`src/rtl/load_store_unit.sv`:
```
// Memory-access stage: runs one load/store per request over a req/ack data bus,
// producing byte enables, lane-replicated store data and extended load data.
module load_store_unit #(
    parameter int ADDR_W      = 32,
    parameter int TIMEOUT_CYC = 255
) (
    input  logic              clk,
    input  logic              rst,
    input  logic              req_valid,
    output logic              req_ready,
    input  logic              req_we,
    input  logic [2:0]        req_funct3,
    input  logic [ADDR_W-1:0] req_addr,
    input  logic [31:0]       req_wdata,
    output logic              resp_valid,
    output logic [31:0]       resp_rdata,
    output logic              resp_err,
    output logic              busy,
    output logic              mem_req,
    output logic              mem_we,
    output logic [ADDR_W-1:0] mem_addr,
    output logic [31:0]       mem_wdata,
    output logic [3:0]        mem_be,
    input  logic              mem_ack,
    input  logic [31:0]       mem_rdata
);

    typedef enum logic [1:0] {IDLE, BUS, RESP} state_t;

    localparam int CNT_W = (TIMEOUT_CYC < 2) ? 1 : $clog2(TIMEOUT_CYC + 1);
    localparam logic [CNT_W-1:0] CNT_LAST = (TIMEOUT_CYC == 0) ? '0 : CNT_W'(TIMEOUT_CYC - 1);

    state_t              state_q, state_d;
    logic [CNT_W-1:0]    cnt_q, cnt_d;
    logic                we_q, we_d;
    logic [2:0]          funct3_q, funct3_d;
    logic [ADDR_W-1:0]   addr_q, addr_d;
    logic [31:0]         wdata_q, wdata_d;
    logic                err_q, err_d;
    logic [31:0]         rdata_q, rdata_d;

    logic                accept_err;
    logic [1:0]          off;
    logic [3:0]          lane_be;
    logic [31:0]         lane_wdata;
    logic [31:0]         shifted;
    logic [31:0]         load_data;
    logic                timeout_hit;

    always_ff @(posedge clk) begin
        if (rst) begin
            state_q  <= IDLE;
            cnt_q    <= '0;
            we_q     <= 1'b0;
            funct3_q <= '0;
            addr_q   <= '0;
            wdata_q  <= '0;
            err_q    <= 1'b0;
            rdata_q  <= '0;
        end else begin
            state_q  <= state_d;
            cnt_q    <= cnt_d;
            we_q     <= we_d;
            funct3_q <= funct3_d;
            addr_q   <= addr_d;
            wdata_q  <= wdata_d;
            err_q    <= err_d;
            rdata_q  <= rdata_d;
        end
    end

    // Stores only allow B/H/W; halfwords need even and words need 4-byte alignment.
    always_comb begin
        accept_err = 1'b0;
        case (req_funct3)
            3'b000:         accept_err = 1'b0;
            3'b001, 3'b101: accept_err = req_addr[0] | (req_we & req_funct3[2]);
            3'b010:         accept_err = |req_addr[1:0];
            3'b100:         accept_err = req_we;
            default:        accept_err = 1'b1;
        endcase
    end

    always_comb begin
        off        = addr_q[1:0];
        lane_be    = 4'b1111;
        lane_wdata = wdata_q;
        case (funct3_q[1:0])
            2'b00: begin
                lane_be    = 4'b0001 << off;
                lane_wdata = {4{wdata_q[7:0]}};
            end
            2'b01: begin
                lane_be    = off[1] ? 4'b1100 : 4'b0011;
                lane_wdata = {2{wdata_q[15:0]}};
            end
            default: begin
                lane_be    = 4'b1111;
                lane_wdata = wdata_q;
            end
        endcase
        shifted = mem_rdata >> {off, 3'b000};
        case (funct3_q)
            3'b000:  load_data = {{24{shifted[7]}}, shifted[7:0]};
            3'b100:  load_data = {24'd0, shifted[7:0]};
            3'b001:  load_data = {{16{shifted[15]}}, shifted[15:0]};
            3'b101:  load_data = {16'd0, shifted[15:0]};
            default: load_data = mem_rdata;
        endcase
        timeout_hit = (TIMEOUT_CYC != 0) && (cnt_q == CNT_LAST);
    end

    always_comb begin
        state_d  = state_q;
        cnt_d    = cnt_q;
        we_d     = we_q;
        funct3_d = funct3_q;
        addr_d   = addr_q;
        wdata_d  = wdata_q;
        err_d    = err_q;
        rdata_d  = rdata_q;
        case (state_q)
            IDLE: begin
                cnt_d   = '0;
                err_d   = 1'b0;
                rdata_d = '0;
                if (req_valid) begin
                    we_d     = req_we;
                    funct3_d = req_funct3;
                    addr_d   = req_addr;
                    wdata_d  = req_wdata;
                    err_d    = accept_err;
                    state_d  = accept_err ? RESP : BUS;
                end
            end
            BUS: begin
                // An ack arriving on the timeout cycle still completes the access.
                if (mem_ack) begin
                    rdata_d = we_q ? 32'd0 : load_data;
                    err_d   = 1'b0;
                    state_d = RESP;
                end else if (timeout_hit) begin
                    rdata_d = '0;
                    err_d   = 1'b1;
                    state_d = RESP;
                end else if (TIMEOUT_CYC != 0) begin
                    cnt_d = cnt_q + 1'b1;
                end
            end
            RESP: begin
                state_d = IDLE;
                err_d   = 1'b0;
                rdata_d = '0;
            end
            default: state_d = IDLE;
        endcase
    end

    // Every output is forced low while reset is asserted, whatever the state.
    always_comb begin
        req_ready  = 1'b0;
        busy       = 1'b0;
        resp_valid = 1'b0;
        resp_rdata = '0;
        resp_err   = 1'b0;
        mem_req    = 1'b0;
        mem_we     = 1'b0;
        mem_addr   = '0;
        mem_wdata  = '0;
        mem_be     = '0;
        if (!rst) begin
            req_ready = (state_q == IDLE);
            busy      = (state_q != IDLE);
            if (state_q == BUS) begin
                mem_req   = 1'b1;
                mem_we    = we_q;
                mem_addr  = {addr_q[ADDR_W-1:2], 2'b00};
                mem_wdata = lane_wdata;
                mem_be    = lane_be;
            end
            if (state_q == RESP) begin
                resp_valid = 1'b1;
                resp_rdata = rdata_q;
                resp_err   = err_q;
            end
        end
    end

endmodule

```
`config.mk`:
```
export PLATFORM = sky130hd
export DESIGN_NAME = load_store_unit
export DESIGN_NICKNAME = d
export VERILOG_FILES = /design/src/rtl/load_store_unit.sv
export SDC_FILE = /design/constraint.sdc
export NUM_CORES = 1
export LEC_CHECK = 0
export ABC_AREA = 1
export BUFFER_PORTS_ARGS = -buffer_cell sky130_fd_sc_hd__buf_2
export CAP_MARGIN = 20
export CELL_PAD_IN_SITES_DETAIL_PLACEMENT = 0
export CELL_PAD_IN_SITES_GLOBAL_PLACEMENT = 1
export CORE_MARGIN = 5
export CORE_UTILIZATION = 30
export CTS_BUF_LIST = sky130_fd_sc_hd__clkbuf_8 sky130_fd_sc_hd__clkbuf_16
export CTS_CLUSTER_DIAMETER = 100
export DETAILED_ROUTE_END_ITERATION = 7
export PLACE_DENSITY_LB_ADDON = 0.1
export SLEW_MARGIN = 40
export SYNTH_ARGS = -nofsm -noshare
export SYNTH_HDL_FRONTEND = slang
export SYNTH_SLANG_ARGS = --single-unit
```
`constraint.sdc`:
```
create_clock -name clk -period 1.64 [get_ports clk]
set_input_delay 0.164 -clock clk [delete_from_list [all_inputs] [get_ports clk]]
set_output_delay 0.164 -clock clk [all_outputs]
set_load 0.1 [all_outputs]
```
==> impl_metrics.json, run 1 <==
{
  "ys_ff_latch": 111,
  "cts_buffer_depth": 2,
  "max_slew_margin_pct": 59.3,
  "cts-hold-fix-buffers": 0,
  "period_needed_ns": 1.96,
  "tightest_slew_ns": 0.610,
  "dr_total_vias": 6760,
  "antenna_found_initial": 9,
  "insertion_delay_ns": 0.36,
  "place.port_buffers": 207,
  "drt_wl_total_um": 23300,
  "path_class": "flop to primary output",
  "crit_end": "mem_wdata[10]",
  "r2r_start": "state_q[0]",
  "hold_viol_final": 0,
  "wl_per_cell_um": 16.2,
  "grt_use_total_pct": 19.4,
  "die_area_um2": 22500,
  "grt_overflow": 0,
  "cts_root_buf": "clkbuf_16",
  "path_common_cell": "buf_12",
  "grt_util_met3_pct": 6.60,
  "synthTopCellsByArea": "dfxtp_1 (38%), nor2_1 (17%), nand2_1 (16%)",
  "hp-class": "primary input to flop",
  "syn-cell-area_um2": 5870,
  "cts_buffers": 9,
  "grt_pass1_vias": 6433,
  "ir_worst_vdd_v": 0.000520,
  "r2r_slack_ns": -0.15,
  "synth_common_cells": "nor2_1 (264), nand2_1 (243), dfxtp_1 (111)",
  "initial_core_util_pct": 30.4,
  "setup_viol": 136,
  "pre_cts_slack_ns": -0.0602,
  "synth_top_flop_cell": "dfxtp_1",
  "cp_max_fo": 5,
  "yosys_warnings": 0,
  "drtPass1Iterations": 5,
  "die_y_um": 150,
  "yosysMostFrequentCell": "nor2_1",
  "synth_edf_count": 0,
  "crit_start": "state_q[1]",
  "grt_pass1_wl_um": 34300,
  "clk_pin_slew_worst_paths_ns": 0.08,
  "via_per_inst": 4.69,
  "power_density_nw_per_um2": 735,
  "cap_viol_max_count": 0,
  "ys_types": 34,
  "start_kind": "flop",
  "max_freq_mhz": 511,
  "clkPwrFrac_pct": 28.0,
  "required_ns": 1.48,
  "fin_nets": 1277,
  "p_seq_share_pct": 37.1,
  "crit_path_top_delay_cell": "dfxtp_2",
  "core.rowCount": 51,
  "post-route-drc-count": 0,
  "endpoint_kind": "primary output",
  "drive_gt1_share_pct": 46.9,
  "rr_worst_depth": 12,
  "rr_endpoint": "rdata_q[13]",
  "p_int_mw": 5.27,
  "cts_tree": "done",
  "swShare_pct": 36.7,
  "io_pins": 210,
  "busiest_layer": "met2",
  "gp_congestion": 0.823,
  "htreeDepth": 3,
  "area_growth_pct": 93.2,
  "die_width_um": 150,
  "syn_area_per_cell_um2": 6.24,
  "fin_crit_sh_pct": 119,
  "yosys.area.top_type": "dfxtp_1",
  "outcome": "complete, but fails checks",
  "synth_top_area_share_pct": 37.9,
  "async_flop_share_pct": 0,
  "path_cells": "inv_2 -> ha_4 -> inv_6 -> nor2_4 -> buf_12 -> buf_12 -> o221ai_4 -> nor2_4 -> buf_12",
  "critPathMaxStageDelay_ns": 0.33,
  "fill_cells": 1793,
  "arrival_ns": 1.79,
  "detailed_place_hpwl_um": 15700,
  "finClkSkew_ns": 0.0105,
  "p_sw_mw": 3.05,
  "netlist_instances": 940,
  "use_met2_pct": 32.1,
  "maxSlewViolCount": 0,
  "grt_max_degree": 65,
  "grt_setup_unrepaired": "yes",
  "postLayoutSetupSlackWorst_ns": -0.319,
  "violations": "negative setup slack",
  "fin_util_pct": 58.6,
  "ys_seq_area_share_pct": 37.9,
  "global_route.usage.met1_pct": 23.7,
  "drtIter0Drc": 324,
  "core-area_um2": 19300,
  "leakagePower_nw": 4.58,
  "cts_sinks": 111,
  "final_antenna_net_count": 0,
  "comb_power_share_pct": 34.9
}
-- what timing repair did --
action,in CTS,in global routing
pin swaps,1,73
gates resized for setup,63,161
setup endpoints to repair,104,182
cloned,3,10
setup buffers,7,8
-- logic make-up after synthesis --
family          after synthesis  share of synthesized area, %
buf+inv                      97                          7.48
fa+ha+maj                     6                          1.28
flops                       111                          37.9
xor+xnor                      3                         0.448
other cells                   1                        0.0639
compound gates              159                          14.4
simple gates                563                          38.4
-- critical path: cells and delay by family (launching register included) --
family / cells / cell delay (ns)
AO/OA/AOI/OAI: 1 / 0.13
flip-flops: 1 / 0.33
AND/OR/NAND/NOR: 2 / 0.25
buffers and inverters: 5 / 0.56
adder cells (fa/ha/maj): 1 / 0.15
-- cells in the final DEF, fill, tap and decap left out, types with 25 or more instances in the layout --
master,count
nor2_4,102
nor2_1,156
nand2_4,32
a21oi_2,25
nand2_2,33
o21ai_0,66
buf_2,102
buf_12,117
buf_4,37
nand3_1,34
dfxtp_1,108
a21oi_1,31
nand2_1,185
-- cell type report --
class | count | area [um^2] | share of cell area, %
timing repair buffer | 278 | 3590 | 31.6
sequential | 111 | 2230 | 19.7
multi-input combinational | 733 | 4710 | 41.5
clock inverter | 5 | 53.8 | 0.475
antenna | 4 | 10.0 | 0.0883
tap | 265 | 332 | 2.92
clock buffer | 11 | 253 | 2.23
inverter | 34 | 168 | 1.48
-- metrics by stage --
stage               hold WS (ns)  instances  area, um^2  TNS [ns]  power [mW]
floorplan                  0.312        941        6740     -9.12        4.62
global placement           0.414       1395        9790   -0.0716        5.40
detailed placement         0.421       1395        9790    -0.506        5.40
CTS                       0.0424       1421       10400    -24.24        7.95
global route              0.0627       1440       11300    -37.79        8.74
finish                    0.0477       1441       11300    -27.88        8.33
-- sequential cells by signal (all words and copies together), names as in the netlist --
register / cells
err_q: 1
funct3_q: 3
we_q: 1
wdata_q: 32
state_q: 2
addr_q: 32
cnt_q: 8
rdata_q: 32
-- how the worst min path moves through the flow --
| stage | startpoint | depth (start not counted) | end | slack, ns |
|---|---|---|---|---|
| 5_1_grt | req_wdata[18] | 3 | wdata_q[18] | 0.06 |
| 3_5_place_dp | req_addr[15] | 3 | addr_q[15] | 0.42 |
| 2_1_floorplan | req_funct3[0] | 2 | funct3_q[0] | 0.31 |
| 3_3_place_gp | req_wdata[18] | 3 | wdata_q[18] | 0.41 |
| 6_report | req_addr[15] | 3 | addr_q[15] | 0.05 |
| 4_1_cts | req_addr[15] | 3 | addr_q[15] | 0.04 |
-- power by group through the flow --
stage / Sequential, mW / Combinational (mW) / Clock, mW
6_report: 3.09 / 2.91 / 2.33
5_1_grt: 3.11 / 3.14 / 2.49
4_1_cts: 3.06 / 2.48 / 2.41
3_5_place_dp: 3.11 / 2.29 / 0
3_3_place_gp: 3.11 / 2.29 / 0
2_1_floorplan: 3.08 / 1.54 / 0
-- routing by layer --
metal	up-vias	routed length, um
met5	-	63
met4	12	490
met3	44	1680
met2	165	11400
met1	3101	9610
li1	3438	-
No activity file was read; power rests on OpenSTA's default activity.
==> run 2: changes to the inputs <==
CORE_ASPECT_RATIO = 1.5   (was not set)
==> run 2 against run 1 <==
Against the previous run: the flow still finishes with violations (negative setup slack); power down 2.7%; fmax shrank 0.64%; final cell count shrank 1.7%; die area increased by 0.25%.
==> impl_metrics.json, run 2 (synthesis gave the netlist of run 1 again) <==
{
  "cts_buffer_depth": 2,
  "drive_gt1_share_pct": 40.8,
  "cap_viol_max_count": 0,
  "arrival_ns": 1.81,
  "drtIter0Drc": 323,
  "insertion_delay_ns": 0.36,
  "io_pins": 210,
  "drt_wl_total_um": 22600,
  "power_mw": 8.11,
  "core.rowCount": 62,
  "swShare_pct": 36.7,
  "grt_pass1_wl_um": 35900,
  "antenna_found_initial": 7,
  "gp_congestion": 0.887,
  "layout_common_cells": "nand2_1 (218), nor2_1 (164), buf_12 (119)",
  "grt_pass1_vias": 6767,
  "max_freq_mhz": 507,
  "via_per_inst": 4.74,
  "place.port_buffers": 207,
  "p_int_mw": 5.13,
  "final_common_cell": "nand2_1",
  "cts_sinks": 111,
  "post-route-drc-count": 0,
  "die_y_um": 181,
  "post-place-cells": 1381,
  "endpoint_kind": "primary output",
  "ir_worst_vdd_v": 0.000571,
  "comb_power_share_pct": 32.9,
  "max_slew_margin_pct": 62.2,
  "hold_viol_final": 0,
  "wl_per_cell_um": 16.0,
  "grt_overflow": 0,
  "setup_viol": 103,
  "die_area_um2": 22500,
  "clkPwrFrac_pct": 29.1,
  "outcome": "complete, but fails checks",
  "finClkSkew_ns": 0.00749,
  "grt_setup_unrepaired": "yes",
  "path_class": "flop to primary output",
  "leakagePower_nw": 4.28,
  "core-area_um2": 19200,
  "p_seq_share_pct": 38.0,
  "p_sw_mw": 2.97,
  "post_dp_cell_area_um2": 9740,
  "fin_crit_sh_pct": 120,
  "final_antenna_net_count": 0,
  "dr_total_vias": 6723,
  "initial_core_util_pct": 30.5,
  "htreeDepth": 3,
  "power_density_nw_per_um2": 750,
  "required_ns": 1.48,
  "grt_max_degree": 51,
  "maxSlewViolCount": 0,
  "cts_root_buf": "clkbuf_16",
  "fin_cells": 1417,
  "final_cell_area_um2": 10800,
  "cts_buffers": 9,
  "cp_max_fo": 5,
  "fin_nets": 1264,
  "fin_util_pct": 56.2,
  "detailed_place_hpwl_um": 16300,
  "timing.hold.ws_ns": 0.0449,
  "clk_pin_slew_worst_paths_ns": 0.08,
  "start_kind": "flop",
  "reg_top3": "addr_q x32, rdata_q x32, wdata_q x32",
  "drtPass1Iterations": 4,
  "tightest_slew_ns": 0.567,
  "postLayoutSetupSlackWorst_ns": -0.331,
  "die_width_um": 124,
  "cts_tree": "done",
  "grt_use_total_pct": 19.7,
  "hp-class": "primary input to flop",
  "period_needed_ns": 1.97,
  "violations": "negative setup slack",
  "area_growth_pct": 84.1
}
-- run 2: cell types whose count changed in the layout (fill, tap and decap cells not counted), sizes merged --
cell / previous run / this run
buf: 267 / 263
nand3: 38 / 39
inv: 35 / 36
diode: 4 / 2
clkinvlp: 0 / 1
clkbuf: 22 / 10
-- run 2: repair_timing --
action	in CTS	in global routing
gates resized for setup	92	29
hold buffers	0	0
pin swaps	14	12
setup buffers	12	2
endpoints found under the setup margin	103	137
cloned	6	1
-- run 2: final timing paths --
path / slack, ns / start / end / cells after the start
worst max-delay path: -0.33 / state_q[1] / mem_wdata[25] / 9
worst min-delay path: 0.04 / req_addr[13] / addr_q[13] / 3
worst max register to register: 0.06 / state_q[1] / cnt_q[1] / 9
worst min register to register: 0.46 / rdata_q[25] / rdata_q[25] / 2
-- run 2: through the flow --
step | setup TNS [ns] | setup slack, ns
after floorplan | -9.12 | -0.413
after global placement | -0.118 | -0.0527
after detailed placement | -0.401 | -0.0682
after CTS | -25.75 | -0.364
after global routing | -30.40 | -0.399
final | -22.58 | -0.331
-- run 2: area by class of cell --
class                           instances  area [um^2]
Clock buffer                            9          225
Fill cell                            1876         8430
Timing Repair Buffer                  264         3370
Multi-Input combinational cell        734         4410
Inverter                               34          153
Tap cell                              256          320
Clock inverter                          7         91.3
Sequential cell                       111         2230
Antenna cell                            2         5.00
-- run 2: power groups by stage --
stage               clock network [mW]  registers [mW]  logic (mW)
finish                            2.36            3.08        2.67
global route                      2.54            3.11        2.91
CTS                               2.45            3.07        2.63
detailed placement                   0            3.11        2.31
global placement                     0            3.11        2.31
floorplan                            0            3.08        1.54
-- run 2: critical path: stages, from the launching register on --
cell      delay (ns)
dfxtp_2         0.33
inv_2           0.07
ha_4            0.14
inv_4           0.04
nor2_4          0.14
buf_12          0.14
buf_16          0.13
o221ai_4        0.12
nor2_4          0.16
buf_12          0.18
-- run 2: routing by layer --
| metal | vias to the layer above | GRT usage, % | share of wire [%] |
|---|---|---|---|
| met4 | 10 | 6.89 | 2.7 |
| met2 | 170 | 36.7 | 54 |
| met3 | 38 | 5.67 | 5.7 |
| met1 | 3102 | 21.0 | 38 |
| met5 | - | 0 | 0.31 |
| li1 | 3403 | - | - |
==> run 3: changes to the inputs <==
PLACE_DENSITY = 0.82   (was not set)
PLACE_DENSITY_LB_ADDON = not set   (was 0.1)
==> run 3 against run 2 <==
Against the previous run: the run still ends with negative setup slack left; power shrank 1.8%; sequential power is essentially flat; final area is 0.34% higher; register-to-register slack worse by 0.09 ns; critical path type unchanged; routed wire length shrank 1.4%; combinational power barely moved; worst setup slack improved by 0.018 ns; clock skew up 0.0051 ns; highest routed layer unchanged; die area unchanged; utilization grew 0.19 points.
==> impl_metrics.json, run 3 (synthesis gave the netlist of run 1 again) <==
{
  "reg_top3": "addr_q x32, rdata_q x32, wdata_q x32",
  "leakagePower_nw": 4.43,
  "register_area_um2": 2230,
  "grt_setup_unrepaired": "yes",
  "swShare_pct": 37.2,
  "grt_pass1_wl_um": 35300,
  "hp-class": "primary input to flop",
  "ir_worst_vdd_v": 0.000621,
  "die_area_um2": 22500,
  "cts_root_buf": "clkbuf_16",
  "arrival_ns": 1.79,
  "p_seq_share_pct": 38.9,
  "fill_cells": 1801,
  "wl_per_cell_um": 15.8,
  "postLayoutSetupSlackWorst_ns": -0.313,
  "p_sw_mw": 2.96,
  "violations": "negative setup slack",
  "multiInputGateArea_um2": 4390,
  "die_y_um": 181,
  "timing.hold.ws_ns": 0.0538,
  "fin_crit_sh_pct": 119,
  "final_cell_area_um2": 10800,
  "detailed_place_hpwl_um": 15900,
  "path_cells": "inv_2 -> ha_4 -> inv_4 -> nor2_4 -> buf_12 -> o21ai_1 -> a21oi_4 -> buf_12",
  "endpoint_kind": "primary output",
  "cts_buffer_depth": 2,
  "insertion_delay_ns": 0.35,
  "finClkSkew_ns": 0.0126,
  "core-area_um2": 19200,
  "setup_viol": 109,
  "hold_viol_final": 0,
  "period_needed_ns": 1.95,
  "initial_core_util_pct": 30.5,
  "comb_power_share_pct": 33.2,
  "cts_sinks": 111,
  "drtIter0Drc": 387,
  "drtPass1Iterations": 4,
  "antenna_found_initial": 2,
  "outcome": "complete, but fails checks",
  "power_density_nw_per_um2": 734,
  "drt_wl_total_um": 22300,
  "gp_congestion": 0.856,
  "required_ns": 1.48,
  "cts-hold-fix-buffers": 0,
  "post_dp_cell_area_um2": 9760,
  "die_width_um": 124,
  "start_kind": "flop",
  "post-route-drc-count": 0,
  "grt_use_total_pct": 19.0,
  "cts_buffers": 9,
  "path_delay_family": "buffers and inverters",
  "drive_gt1_share_pct": 41.9,
  "grt_overflow": 0,
  "grt_pass1_vias": 6742,
  "cap_viol_max_count": 0,
  "cts_tree": "done",
  "clkPwrFrac_pct": 27.9,
  "io_pins": 210,
  "path_common_cell": "buf_12",
  "path_class": "flop to primary output",
  "max_freq_mhz": 512,
  "htreeDepth": 3,
  "final_antenna_net_count": 0,
  "cp_num_buf_inv": 4,
  "clk_pin_slew_worst_paths_ns": 0.08,
  "p_int_mw": 5.00,
  "cp_max_fo": 18,
  "via_per_inst": 4.78,
  "place.port_buffers": 207,
  "maxSlewViolCount": 0,
  "area_growth_pct": 84.7,
  "layout_common_cells": "nand2_1 (208), nor2_1 (161), buf_12 (123)",
  "dr_total_vias": 6760,
  "core.rowCount": 62,
  "grt_max_degree": 80,
  "fin_util_pct": 56.4,
  "final_common_cell": "nand2_1",
  "fin_nets": 1262,
  "critPathMaxStageDelay_ns": 0.33,
  "crit_path_top_delay_cell": "dfxtp_2"
}
==> run 3: cell count changes in the layout (fill, tap and decap cells not counted), sizes merged <==
| cell | before | now |
|---|---|---|
| bufinv | 1 | 0 |
| nand3 | 39 | 38 |
| inv | 36 | 39 |
| clkinvlp | 1 | 0 |
| bufbuf | 0 | 1 |
| clkbuf | 10 | 14 |
| buf | 263 | 257 |
| diode | 2 | 1 |
| clkinv | 3 | 2 |
==> run 3: routing by layer <==
metal / wire [um] / up-vias / track usage, % / share of wire, %
met5: 7 / - / 0 / 0.031
met3: 1280 / 35 / 3.90 / 5.8
met1: 8590 / 3131 / 22.1 / 39
li1: - / 3399 / - / -
met4: 615 / 2 / 7.15 / 2.8
met2: 11800 / 193 / 34.2 / 53
==> run 3: worst register-to-register path, cell delays in order (launching register included) <==
cell and delay, ns:
dfxtp_2 0.34, inv_2 0.05, buf_4 0.13, ha_2 0.19, nor2_2 0.10, nand3_1 0.09
inv_2 0.08, nand3_4 0.13, clkbuf_16 0.20, nor2_1 0.09, nand2_1 0.07, a21oi_1 0.12
==> run 3: power groups by stage <==
stage | clock network (mW) | logic, mW | registers (mW)
final | 2.22 | 2.64 | 3.10
after global routing | 2.38 | 2.87 | 3.13
after CTS | 2.28 | 2.50 | 3.07
after detailed placement | 0 | 2.30 | 3.11
after global placement | 0 | 2.28 | 3.10
after floorplan | 0 | 1.54 | 3.08
==> run 3: per-stage QoR <==
stage	power (mW)	cells	setup TNS [ns]	setup slack, ns
2_1_floorplan	4.62	941	-9.12	-0.413
3_3_place_gp	5.39	1377	-0.0675	-0.0302
3_5_place_dp	5.41	1377	-0.452	-0.0550
4_1_cts	7.85	1408	-22.57	-0.323
5_1_grt	8.38	1414	-31.56	-0.362
6_report	7.96	1414	-22.40	-0.313
==> run 3: final cells by class <==
class / count / share of cell area (%)
diodes: 1 / 0.0231
clock buffers: 9 / 2.08
clock inverters: 7 / 0.612
inverters: 34 / 1.34
multi-input cells: 733 / 40.5
flip-flops and latches: 111 / 20.6
well taps: 256 / 2.95
repair buffers: 263 / 31.9
==> run 3: timing repair <==
action                                  in CTS  in global routing
gates cloned                                 4                  4
hold endpoints to repair                     0                  0
endpoints found under the setup margin     103                158
setup buffers                               11                  2
pin swaps                                   21                 32
gates resized for setup                     50                 90
==> run 3: worst paths after layout <==
check,cells after the start,from,endpoint,slack [ns]
setup / recovery,8,state_q[1],mem_be[0],-0.31
hold / removal,3,req_addr[12],addr_q[12],0.05
setup reg to reg,11,state_q[1],rdata_q[19],-0.03
hold reg to reg,1,cnt_q[0],cnt_q[0],0.46
